### src/rtl/iir_accumulator.sv
// Back-end accumulator of the time-multiplexed IIR filter: sums the b and a tap products,
// normalises (b_sum - a_sum) by 2^SHIFT with round-half-up, saturates and strobes the result.
module iir_accumulator #(
    parameter int NUM_TAPS = 11,
    parameter int PROD_W   = 32,
    parameter int ACC_W    = 40,
    parameter int OUT_W    = 24,
    parameter int SHIFT    = 8
) (
    input  logic              mult_clk,
    input  logic              reset,
    input  logic              start,
    input  logic              prod_valid,
    input  logic [3:0]        prod_tap,
    input  logic [PROD_W-1:0] prod_b,
    input  logic [PROD_W-1:0] prod_a,
    input  logic              clr_flags,
    output logic [OUT_W-1:0]  y_data,
    output logic              y_valid,
    output logic              busy,
    output logic              sat,
    output logic              tap_err
);

    localparam int DIFF_W = ACC_W + 2;
    localparam logic [3:0] LAST_TAP = 4'(NUM_TAPS - 1);
    localparam logic [DIFF_W-1:0] ROUND_K = {{(DIFF_W-1){1'b0}}, 1'b1} << (SHIFT - 1);

    typedef enum logic [1:0] {
        S_IDLE   = 2'd0,
        S_ACCUM  = 2'd1,
        S_FINISH = 2'd2
    } state_t;

    state_t             r_state;
    logic [ACC_W-1:0]   r_acc_b;
    logic [ACC_W-1:0]   r_acc_a;
    logic [3:0]         r_expected;
    logic               r_pending;
    logic [OUT_W-1:0]   r_y_data;
    logic               r_y_valid;
    logic               r_sat;
    logic               r_tap_err;

    state_t             w_state_nxt;
    logic [ACC_W-1:0]   w_acc_b_nxt;
    logic [ACC_W-1:0]   w_acc_a_nxt;
    logic [3:0]         w_expected_nxt;
    logic               w_pending_nxt;
    logic [OUT_W-1:0]   w_y_data_nxt;
    logic               w_y_valid_nxt;
    logic               w_sat_set;
    logic               w_err_set;

    logic [ACC_W-1:0]        w_ext_b;
    logic [ACC_W-1:0]        w_ext_a;
    logic signed [DIFF_W-1:0] w_diff;
    logic signed [DIFF_W-1:0] w_shifted;
    logic [DIFF_W-OUT_W:0]   w_hi;
    logic                    w_fits;
    logic [OUT_W-1:0]        w_clipped;

    // Datapath: sign extension, difference, rounding shift and saturation.
    always_comb begin
        w_ext_b   = {{(ACC_W-PROD_W){prod_b[PROD_W-1]}}, prod_b};
        w_ext_a   = {{(ACC_W-PROD_W){prod_a[PROD_W-1]}}, prod_a};
        w_diff    = $signed({{2{r_acc_b[ACC_W-1]}}, r_acc_b}) - $signed({{2{r_acc_a[ACC_W-1]}}, r_acc_a});
        w_shifted = (w_diff + $signed(ROUND_K)) >>> SHIFT;
        w_hi      = w_shifted[DIFF_W-1:OUT_W-1];
        w_fits    = (&w_hi) | ~(|w_hi);
        if (w_fits) begin
            w_clipped = w_shifted[OUT_W-1:0];
        end else if (w_shifted[DIFF_W-1]) begin
            w_clipped = {1'b1, {(OUT_W-1){1'b0}}};
        end else begin
            w_clipped = {1'b0, {(OUT_W-1){1'b1}}};
        end
    end

    // Next-state and next-value logic for the sample-period FSM.
    always_comb begin
        w_state_nxt    = r_state;
        w_acc_b_nxt    = r_acc_b;
        w_acc_a_nxt    = r_acc_a;
        w_expected_nxt = r_expected;
        w_pending_nxt  = r_pending;
        w_y_data_nxt   = r_y_data;
        w_y_valid_nxt  = 1'b0;
        w_sat_set      = 1'b0;
        w_err_set      = 1'b0;
        case (r_state)
            S_IDLE: begin
                if (start || r_pending) begin
                    w_acc_b_nxt    = {ACC_W{1'b0}};
                    w_acc_a_nxt    = {ACC_W{1'b0}};
                    w_expected_nxt = 4'd0;
                    w_pending_nxt  = 1'b0;
                    w_state_nxt    = S_ACCUM;
                end else begin
                    w_state_nxt = S_IDLE;
                end
            end
            S_ACCUM: begin
                if (start) begin
                    w_err_set      = 1'b1;
                    w_acc_b_nxt    = {ACC_W{1'b0}};
                    w_acc_a_nxt    = {ACC_W{1'b0}};
                    w_expected_nxt = 4'd0;
                end else if (prod_valid) begin
                    if (prod_tap == r_expected) begin
                        w_acc_b_nxt    = r_acc_b + w_ext_b;
                        w_acc_a_nxt    = r_acc_a + w_ext_a;
                        w_expected_nxt = r_expected + 4'd1;
                        if (prod_tap == LAST_TAP) begin
                            w_state_nxt = S_FINISH;
                        end else begin
                            w_state_nxt = S_ACCUM;
                        end
                    end else begin
                        w_err_set = 1'b1;
                    end
                end else begin
                    w_state_nxt = S_ACCUM;
                end
            end
            S_FINISH: begin
                w_y_data_nxt  = w_clipped;
                w_y_valid_nxt = 1'b1;
                w_sat_set     = ~w_fits;
                w_state_nxt   = S_IDLE;
                if (start) begin
                    w_pending_nxt = 1'b1;
                end else begin
                    w_pending_nxt = r_pending;
                end
            end
            default: begin
                w_state_nxt = S_IDLE;
            end
        endcase
    end

    // State, accumulator and output registers; a flag set wins over clr_flags.
    always_ff @(posedge mult_clk or posedge reset) begin
        if (reset) begin
            r_state    <= S_IDLE;
            r_acc_b    <= {ACC_W{1'b0}};
            r_acc_a    <= {ACC_W{1'b0}};
            r_expected <= 4'd0;
            r_pending  <= 1'b0;
            r_y_data   <= {OUT_W{1'b0}};
            r_y_valid  <= 1'b0;
            r_sat      <= 1'b0;
            r_tap_err  <= 1'b0;
        end else begin
            r_state    <= w_state_nxt;
            r_acc_b    <= w_acc_b_nxt;
            r_acc_a    <= w_acc_a_nxt;
            r_expected <= w_expected_nxt;
            r_pending  <= w_pending_nxt;
            r_y_data   <= w_y_data_nxt;
            r_y_valid  <= w_y_valid_nxt;
            r_sat      <= w_sat_set | (r_sat & ~clr_flags);
            r_tap_err  <= w_err_set | (r_tap_err & ~clr_flags);
        end
    end

    assign y_data  = r_y_data;
    assign y_valid = r_y_valid;
    assign busy    = (r_state != S_IDLE);
    assign sat     = r_sat;
    assign tap_err = r_tap_err;

endmodule
### config.mk
export PLATFORM = sky130hd
export DESIGN_NAME = iir_accumulator
export DESIGN_NICKNAME = d
export VERILOG_FILES = /design/src/rtl/iir_accumulator.sv
export SDC_FILE = /design/constraint.sdc
export NUM_CORES = 1
export LEC_CHECK = 0
export CAP_MARGIN = 20
export CORE_MARGIN = 2
export CORE_UTILIZATION = 55
export DETAILED_ROUTE_END_ITERATION = 16
export PLACE_DENSITY = 0.76
export SETUP_SLACK_MARGIN = 0.15
export SKIP_LAST_GASP = 1
export SYNTH_ARGS = -nofsm -noshare
export SYNTH_HDL_FRONTEND = slang
export SYNTH_SLANG_ARGS = --single-unit
export TNS_END_PERCENT = 50
### constraint.sdc
create_clock -name mult_clk -period 5.9 [get_ports mult_clk]
set_clock_uncertainty 0.2 [all_clocks]
set_input_delay 0.885 -clock mult_clk [delete_from_list [all_inputs] [get_ports mult_clk]]
set_output_delay 0.885 -clock mult_clk [all_outputs]
set_load 0.01 [all_outputs]
=== Word level (Yosys, flattened, before mapping) ===
Index checks and enable logic that the tools add are counted.

* Register bits after elaboration: 114
* Bits in latches: 0
* Memory bits (writable): 0
* ROM bits: 0
* Input bits: 73
* Output and inout bits: 28
* Logic and storage cells: 73
* Memories kept: 0

* $add $sub $neg: 5
* Multiply operators: 0
* Div/mod/pow operators: 0
* Magnitude comparators: 0
* Equal/unequal tests: 10
* Shift-type cells: 0
* Mux-type cells: 31
* Bitwise logic cells: 8
* Reduce and logical (&&, ||, !) cells: 10

{| class="wikitable"
|+ Operator list
! kind !! number
|-
| $mux W40 || 7
|-
| $pmux W40 S2 || 2
|-
| $add A40 B40 Y40 || 2
|-
| $mux W24 || 2
|-
| $add A41 B9 Y42 const B || 1
|-
| $sub A40 B40 Y41 || 1
|-
| $mux W4 || 4
|-
| $reduce_and A11 Y1 || 1
|-
| $reduce_or A11 Y1 || 1
|-
| $mux W1 || 9
|-
| $ne A3 B3 Y1 const B || 3
|-
| $mux W2 || 4
|-
| $pmux W4 S2 || 1
|-
| $ne A2 B2 Y1 const B || 3
|-
| $reduce_bool A2 Y1 || 3
|-
| $add A4 B1 Y4 const B || 1
|-
| $eq A4 B4 Y1 || 1
|-
| $eq A4 B4 Y1 const B || 1
|-
| $pmux W2 S2 || 1
|-
| $reduce_and A4 Y1 || 1
|-
| $not A1 Y1 || 3
|-
| $or A1 B1 Y1 || 3
|-
| $reduce_and A3 Y1 || 1
|-
| $and A1 B1 Y1 || 2
|-
| 6 further kinds || 6
|}

=== Longest topological paths before layout ===
Gate-level depths: netlist (run 1).

* Word-level depth: 8
* Mapped depth: 16
* Depth with buffers taken out: 15

=== Least setup slack after synthesis (run 1) ===
OpenSTA, ideal clock, no wires.

* Path kind: register to register
* Start: register r_acc_b[25]
* End: register r_y_data[17], in the netlist y_data[17]
* Library setup time: 0.126 ns
* Arrival: 3.843 ns
* Required time: 5.574 ns
* Path slack: 1.731 ns
* Cell stages (with the launch flop): 15
* Path buffers: 1
* Clock period less this slack: 4.169 ns
* Path through: dfrtp_1 > ha_1 > ha_1 > and4_4 > nand3_4 > or4_4 > or3_1 > o311a_1 > nand2_1 > mux2i_1 > o21ai_0 > or4b_1 > nor2b_4 > buf_6 > a221o_1

* Longest elaborated chain between the ends: 6
* Elaborated cells between the ends (all ways): 8
* Classes of those cells: add/sub: 2; mux: 2; bitwise: 2; reduce/logical: 2

{| class="wikitable"
|+ Ends and longest elaborated chain
! element !! RTL line !! text
|-
| from (decl) || 36 || <nowiki>logic [ACC_W-1:0] r_acc_b;</nowiki>
|-
| from (signal assigned) || 147 || <nowiki>r_acc_b <= {ACC_W{1'b0}};</nowiki>
|-
| from (signal assigned) || 157 || <nowiki>r_acc_b <= w_acc_b_nxt;</nowiki>
|-
| $sub A40 B40 Y41 (*) || 67 || <nowiki>w_diff = $signed({{2{r_acc_b[ACC_W-1]}}, r_acc_b}) - $signed({{2{r_acc_a[ACC_W-1]}}, r_acc_a});</nowiki>
|-
| $add A41 B9 Y42 (*) || 68 || <nowiki>w_shifted = (w_diff + $signed(ROUND_K)) >>> SHIFT;</nowiki>
|-
| $reduce_or A11 Y1 || 70 || <nowiki>w_fits = (&w_hi) | ~(|w_hi);</nowiki>
|-
| $not A1 Y1 || 70 ||
|-
| $or A1 B1 Y1 || 70 ||
|-
| $mux W24 (*) || 71 || <nowiki>if (w_fits) begin</nowiki>
|-
| to (signal assigned) || 151 || <nowiki>r_y_data <= {OUT_W{1'b0}};</nowiki>
|-
| to (signal assigned) || 161 || <nowiki>r_y_data <= w_y_data_nxt;</nowiki>
|-
| to (decl) || 40 || <nowiki>logic [OUT_W-1:0] r_y_data;</nowiki>
|}

Mark *: on every way between the ends. The rest lies on a longest branch, timed or not.
A chain may end at the register's enable or synchronous reset.

=== Final worst setup path (run 1) ===
* Start: register r_acc_a[12]
* End: register r_y_data[6], in the netlist y_data[6]

* Longest elaborated chain between the ends: 6
* Elaborated cells between the ends (all ways): 8
* Classes of those cells: add/sub: 2; mux: 2; bitwise: 2; reduce/logical: 2

{| class="wikitable"
|+ Ends and longest elaborated chain
! element !! RTL line !! text
|-
| from (decl) || 37 || <nowiki>logic [ACC_W-1:0] r_acc_a;</nowiki>
|-
| from (signal assigned) || 148 || <nowiki>r_acc_a <= {ACC_W{1'b0}};</nowiki>
|-
| from (signal assigned) || 158 || <nowiki>r_acc_a <= w_acc_a_nxt;</nowiki>
|-
| $sub A40 B40 Y41 (*) || 67 ||
|-
| $add A41 B9 Y42 (*) || 68 ||
|-
| $reduce_or A11 Y1 || 70 ||
|-
| $not A1 Y1 || 70 ||
|-
| $or A1 B1 Y1 || 70 ||
|-
| $mux W24 (*) || 71 ||
|}

Marked as above.

==> results of run 1 <==
[registers in the layout (all words and copies together), names as in the netlist]
signal      flops
r_pending       1
r_acc_b        40
r_acc_a        40
r_expected      4
sat             1
y_data         24
r_state         2
tap_err         1
y_valid         1
[final cells by class]
| type | instances | area share [%] |
|---|---|---|
| multi-input cells | 1077 | 59.47 |
| clock inverters | 13 | 1.614 |
| repair buffers | 105 | 8.165 |
| clock buffers | 19 | 3.519 |
| inverters | 85 | 2.498 |
| well taps | 265 | 2.576 |
| flip-flops and latches | 114 | 22.16 |
[Yosys cell counts, types with 4 or more instances]
| cell type | n | area (sq um) |
|---|---|---|
| clkbuf_1 | 34 | 127.6 |
| and3_1 | 10 | 62.56 |
| a221o_1 | 14 | 140.1 |
| nor2_1 | 64 | 240.2 |
| nand2b_1 | 11 | 68.82 |
| ha_1 | 157 | 1964 |
| xor2_1 | 40 | 350.3 |
| nand2_1 | 156 | 585.6 |
| a32o_1 | 5 | 50.05 |
| dfrtp_1 | 114 | 2853 |
| mux2i_1 | 5 | 50.05 |
| and2_1 | 7 | 43.79 |
| o21a_1 | 15 | 112.6 |
| or3_1 | 8 | 50.05 |
| a21o_1 | 48 | 360.4 |
| a31o_2 | 4 | 35.03 |
| a211oi_1 | 16 | 120.1 |
| and4_1 | 5 | 43.79 |
| a2111oi_0 | 4 | 35.03 |
| o31ai_1 | 12 | 90.09 |
| nor3_1 | 25 | 125.1 |
| o21bai_1 | 25 | 187.7 |
| xnor2_1 | 57 | 499.2 |
| nor2b_1 | 9 | 56.30 |
| inv_1 | 85 | 319.1 |
| a21oi_1 | 115 | 575.6 |
| nor4_1 | 6 | 37.54 |
| a31oi_1 | 9 | 56.30 |
| nand4_1 | 14 | 87.58 |
| o2111ai_1 | 4 | 35.03 |
| or2_2 | 7 | 43.79 |
| o211ai_1 | 19 | 142.6 |
| nand3_1 | 21 | 105.1 |
| o21ai_0 | 106 | 530.5 |
| a22o_1 | 17 | 148.9 |
| nand3b_1 | 4 | 30.03 |
| a221oi_1 | 5 | 43.79 |
[power by group through the flow]
stage / Combinational, uW / Clock, uW / Sequential (uW)
after CTS: 621 / 1180 / 801
after global routing: 694 / 1220 / 803
after detailed placement: 615 / 0 / 815
after global placement: 603 / 0 / 815
final: 630 / 1170 / 802
after floorplan: 449 / 0 / 812
[layer usage]
| metal | routed length, microns | vias up | GRT usage (%) |
|---|---|---|---|
| met5 | 0 | - | 0 |
| met4 | 851 | 0 | 9.853 |
| met3 | 1393 | 57 | 3.711 |
| met2 | 12030 | 303 | 41.56 |
| met1 | 14090 | 4685 | 39.51 |
| li1 | - | 5019 | - |
[final timing paths]
check,from,endpoint,slack (ps),cells past startpoint
max in group asynchronous,reset,r_acc_b[18]$_DFFE_PP0P_,3950,3
min reg2reg,tap_err$_DFF_PP0_,tap_err$_DFF_PP0_,280,1
min in group asynchronous,reset,r_acc_b[6]$_DFFE_PP0P_,660,2
max,r_acc_a[12]$_DFFE_PP0P_,y_data[6]$_DFFE_PP0P_,1270,14
min,tap_err$_DFF_PP0_,tap_err$_DFF_PP0_,280,1
max reg2reg,r_acc_a[12]$_DFFE_PP0P_,y_data[6]$_DFFE_PP0P_,1270,14
[worst max-delay path: cells and delay by family, from the launching register on]
| family | cells | cell delay (ps) |
|---|---|---|
| AO/OA/AOI/OAI | 7 | 1850 |
| AND/OR/NAND/NOR | 3 | 1040 |
| buffers and inverters | 1 | 130 |
| flip-flops | 1 | 400 |
| adder cells (fa/ha/maj) | 2 | 630 |
| XOR/XNOR | 1 | 220 |
[logic make-up after synthesis]
kind of cell	after synthesis	synth area share, %
DFF	114	26.00
buffers and inverters	123	4.310
muxes	5	0.4561
adders and majority gates	159	18.27
xor gates and xnor gates	97	7.742
and+or+nand+nor	360	15.63
AOI/OAI and AO/OA	456	27.59
[stage by stage]
| step | area (sq um) | instances | hold slack (ps) | total power, uW | setup WS (ps) |
|---|---|---|---|---|---|
| floorplan | 10970 | 1314 | 264.9 | 1261 | 1731 |
| global placement | 12190 | 1645 | 268.1 | 1418 | 1061 |
| detailed placement | 12190 | 1645 | 274.9 | 1430 | 989.8 |
| CTS | 12850 | 1677 | 289.1 | 2602 | 1305 |
| global route | 12870 | 1678 | 299.4 | 2714 | 961.5 |
| finish | 12870 | 1678 | 281.1 | 2604 | 1267 |
==> impl_metrics.tcl, run 1 <==
set metrics [dict create \
    arrival_ps 4710 \
    grt_pass1_vias 9453 \
    layout_common_cells "157 x ha_1, 156 x nand2_1, 115 x a21oi_1" \
    p_int_uw 1838 \
    async_flop_share_pct 100.0 \
    p_leak_uw 0.006193 \
    cpMaxStageDelayCell "or4b_1" \
    pwr-share-comb_pct 24.2 \
    critical_path_class "reg2reg" \
    worst_pin_slew_ps 971.3 \
    cts-htree-levels 4 \
    ys_types 73 \
    post_drt_via_cell_ratio 5.998 \
    synth-edff-count 0 \
    max_freq_mhz 215.8 \
    nFillCells 1709 \
    wl_per_cell_microns 16.90 \
    crit_chain "inv_1 > ha_1 > ha_1 > a21oi_1 > o211ai_1 > nor3_1 > o21ai_0 > a21o_1 > a211oi_1 > xnor2_1 > o2111ai_1 > or4b_1 > nand3_1 > o211ai_1" \
    cts_hold_buf 0 \
    clock_power_share_pct 45.0 \
    final.period_utilization_pct 78.53 \
    fp.dieH_microns 145.2 \
    cp.required_ps 5980 \
    period_needed_ps 4633 \
    postRouteAntennaNets 0 \
    rsz0062_at_grt "false" \
    finish.net_count 1632 \
    avgSynthCellArea_sq_um 8.351 \
    clock_latency_ps 440 \
    power_switching_uw 765.5 \
    first_iter_violations 743 \
    die_width_microns 145.2 \
    n_antenna_cell 0 \
    coreArea_sq_um 19530 \
    drive_gt1_share_pct 4.459 \
    powerDensity_nw_per_um2 202.3 \
    status "finished clean" \
    synthesis.nets 1546 \
    clock_sink_count 114 \
    max_stage_delay_ps 580 \
    grt_start_max_net_pins 83 \
    io_buffers 100 \
    sequentialPowerShare_pct 30.8 \
    yosysSeqAreaShare_pct 26.00 \
    cts_resized 0 \
    synthCells 1314 \
    ir_worst_vdd_mv 0.1973 \
    synth_ff_type "dfrtp_1" \
    final_core_util_pct 65.92 \
    slew_viol_final 0 \
    cts_max_path_buffers 2 \
    grt_use_total_pct 27.27 \
    first_pass_iters 5 \
    ys_ff_latch 114 \
    globalplace.congestion 0.9440 \
    grt_pass1_wl_mm 47.20 \
    seqCellArea_sq_um 2853 \
    vias 10064 \
    core.rowCount 51 \
    clkTransAtPathRegs_ps 60 \
    synth_area_sq_um 10970 \
    max-cap-violations 0 \
    multi_input_area_sq_um 7655 \
    slew_headroom_pct 35.25 \
    hold_path_class "reg2reg" \
    finalSetupViolations 0 \
    cp_max_fo 9 \
    ys.warnings.count 0 \
    gr-total-overflow 0 \
    cts_tree "done" \
    cts_setup_buffers 0 \
    ioPinCount 101 \
    switching_share_pct 29.40 \
    routed_wl_mm 28.37 \
    cts_buffers 17 \
    finalSetupTns_ps 0 \
    finalHoldViolations 0 \
    post-route-drc-count 0 \
    die-area_sq_um 21100 \
    layout-area-overhead-vs-synth_pct 17.31 \
    start_util_pct 56.20 \
    critPathLaunchType "register" \
    final_common_cell "ha_1" \
    cts-root-buf "clkbuf_16" \
    cp-end-kind "register" \
    hpwl_mm 21.64 \
    antenna_found_initial 0 \
]
No activity file was read; power rests on OpenSTA's default activity.
==> run 2, diff against run 1 <==
==> constraint.sdc (replaced) <==
create_clock -name mult_clk -period 4.7 [get_ports mult_clk]
set_clock_uncertainty 0.2 [all_clocks]
set_input_delay 0.705 -clock mult_clk [delete_from_list [all_inputs] [get_ports mult_clk]]
set_output_delay 0.705 -clock mult_clk [all_outputs]
set_load 0.01 [all_outputs]
==> run 2 against run 1 <==
Compared with the run above:
- via count rose by 0.59%
- core utilization up 0.23 points
- critical path depth unchanged
- final cell count grew 0.54%
- sequential share of layout area down 0.077 points
- count of clock-buffer cells in the layout is the same
- cell area rose by 0.35%
- critical path type unchanged
==> impl_metrics.tcl, run 2 (synthesis gave the netlist of run 1 again) <==
set metrics [dict create \
    powerDensity_nw_per_um2 242.1 \
    postRouteAntennaNets 0 \
    arrival_ps 4510 \
    p_leak_uw 0.006207 \
    cts_tree "done" \
    routed_wl_mm 28.15 \
    hold_path_class "reg2reg" \
    crit_chain "inv_1 > ha_1 > ha_1 > and4_1 > nand3_1 > or4_4 > or3_1 > o311a_1 > nand2_2 > mux2i_2 > o21ai_0 > or4b_4 > nor2b_4 > a221o_1" \
    io_buffers 100 \
    placedCellCount 1652 \
    clkTransAtPathRegs_ps 60 \
    max_stage_delay_ps 530 \
    cts_max_path_buffers 2 \
    cts-htree-levels 4 \
    ir_worst_vdd_mv 0.1528 \
    die_width_microns 145.2 \
    gr-total-overflow 0 \
    post-route-drc-count 0 \
    coreArea_sq_um 19530 \
    worst_pin_slew_ps 916.9 \
    cp_max_fo 14 \
    critical_path_class "reg2reg" \
    first_pass_iters 5 \
    layout-area-overhead-vs-synth_pct 17.72 \
    cts-root-buf "clkbuf_16" \
    reg2reg_depth 14 \
    rsz0062_at_grt "false" \
    cp.required_ps 4810 \
    final_core_util_pct 66.15 \
    n_antenna_cell 0 \
    start_util_pct 56.20 \
    hpwl_mm 21.73 \
    stdcell_count 1687 \
    clock_sink_count 114 \
    layout_common_cells "155 x nand2_1, 153 x ha_1, 114 x a21oi_1, 114 x dfrtp_1, 106 x o21ai_0" \
    core.rowCount 51 \
    critPathBufInv 1 \
    critPathLaunchType "register" \
    period_needed_ps 4398 \
    cp_top_family "simple AND/OR/NAND/NOR gates" \
    grt_start_max_net_pins 83 \
    final.period_utilization_pct 93.57 \
    drive_gt1_share_pct 5.907 \
    grt_pass1_vias 9268 \
    cpMaxStageDelayCell "or4_4" \
    final_common_cell "nand2_1" \
    hold_depth 1 \
    finalHoldViolations 0 \
    fp.dieH_microns 145.2 \
    status "finished clean" \
    antenna_found_initial 0 \
    wl_per_cell_microns 16.69 \
    cp-end-kind "register" \
    vias 10123 \
    finish.net_count 1641 \
    finalSetupViolations 0 \
    grt_pass1_wl_mm 46.39 \
    max-cap-violations 0 \
    crit_cells 14 \
    grt_use_total_pct 26.67 \
    slew_viol_final 0 \
    die-area_sq_um 21100 \
    post_drt_via_cell_ratio 6.001 \
    ioPinCount 101 \
    crit_top_cell "ha_1" \
    cts_buffers 17 \
    p_total_uw 3128 \
    slew_headroom_pct 38.87 \
    max_freq_mhz 227.4 \
    holdWs_ps 287.1 \
    finalSetupTns_ps 0 \
    clock_latency_ps 430 \
    globalplace.congestion 0.9450 \
    first_iter_violations 650 \
]
## run 2: cell count changes in the layout (fill, tap and decap cells not counted), moves of 3 or more
cell,delta
ha_2,+3
buf_4,+10
inv_6,+4
bufinv_16,-3
ha_1,-4
## run 2: routing by layer
layer	vias to the layer above	routed length, microns	global-route usage (%)
met4	0	579	8.627
met3	42	1524	3.302
met5	-	0	0
li1	5051	-	-
met2	320	12210	40.36
met1	4710	13830	39.51
## run 2: report_power, final
part,internal (uW),switching [uW]
Sequential,994,12.2
Combinational,354,451
Clock,802,515
## run 2: final cells by class
| class | instances | area (sq um) |
|---|---|---|
| well taps | 265 | 331.6 |
| flip-flops and latches | 114 | 2853 |
| repair buffers | 114 | 1106 |
| clock inverters | 13 | 151.4 |
| multi-input cells | 1077 | 7711 |
| fillers | 1678 | 6609 |
| inverters | 85 | 321.6 |
| clock buffers | 19 | 442.9 |
## run 2: final timing paths
kind                            slack, ps                    start                 endpoint
worst max-delay path                  300  r_acc_a[20]$_DFFE_PP0P_   y_data[18]$_DFFE_PP0P_
worst min-delay path                  290   y_data[23]$_DFFE_PP0P_   y_data[23]$_DFFE_PP0P_
worst max register to register        300  r_acc_a[20]$_DFFE_PP0P_   y_data[18]$_DFFE_PP0P_
worst min register to register        290   y_data[23]$_DFFE_PP0P_   y_data[23]$_DFFE_PP0P_
max in group asynchronous            2840                    reset  r_acc_a[29]$_DFFE_PP0P_
min in group asynchronous             580                    reset    y_data[2]$_DFFE_PP0P_
## run 2: timing repair
action	CTS	global route
setup endpoints to repair	0	23
hold buffers	0	0
gates resized for setup	0	15
buffers inserted	0	3
## run 2: stage by stage
step / instance area [sq um] / setup WS [ps]
floorplan: 10970 / 531.4
global placement: 12240 / 183.8
detailed placement: 12240 / 117.6
CTS: 12840 / 188.7
global route: 12920 / 144.6
finish: 12920 / 302.0
==> run 3, diff against run 2 <==
--- a/config.mk
+++ b/config.mk
@@ -9,6 +9,7 @@
 export CORE_MARGIN = 2
 export CORE_UTILIZATION = 55
 export DETAILED_ROUTE_END_ITERATION = 16
+export GPL_ROUTABILITY_DRIVEN = 1
 export PLACE_DENSITY = 0.76
 export SETUP_SLACK_MARGIN = 0.15
 export SKIP_LAST_GASP = 1
==> results of run 3 <==
Final layout, timing and power as in run 2 (identical DEF).
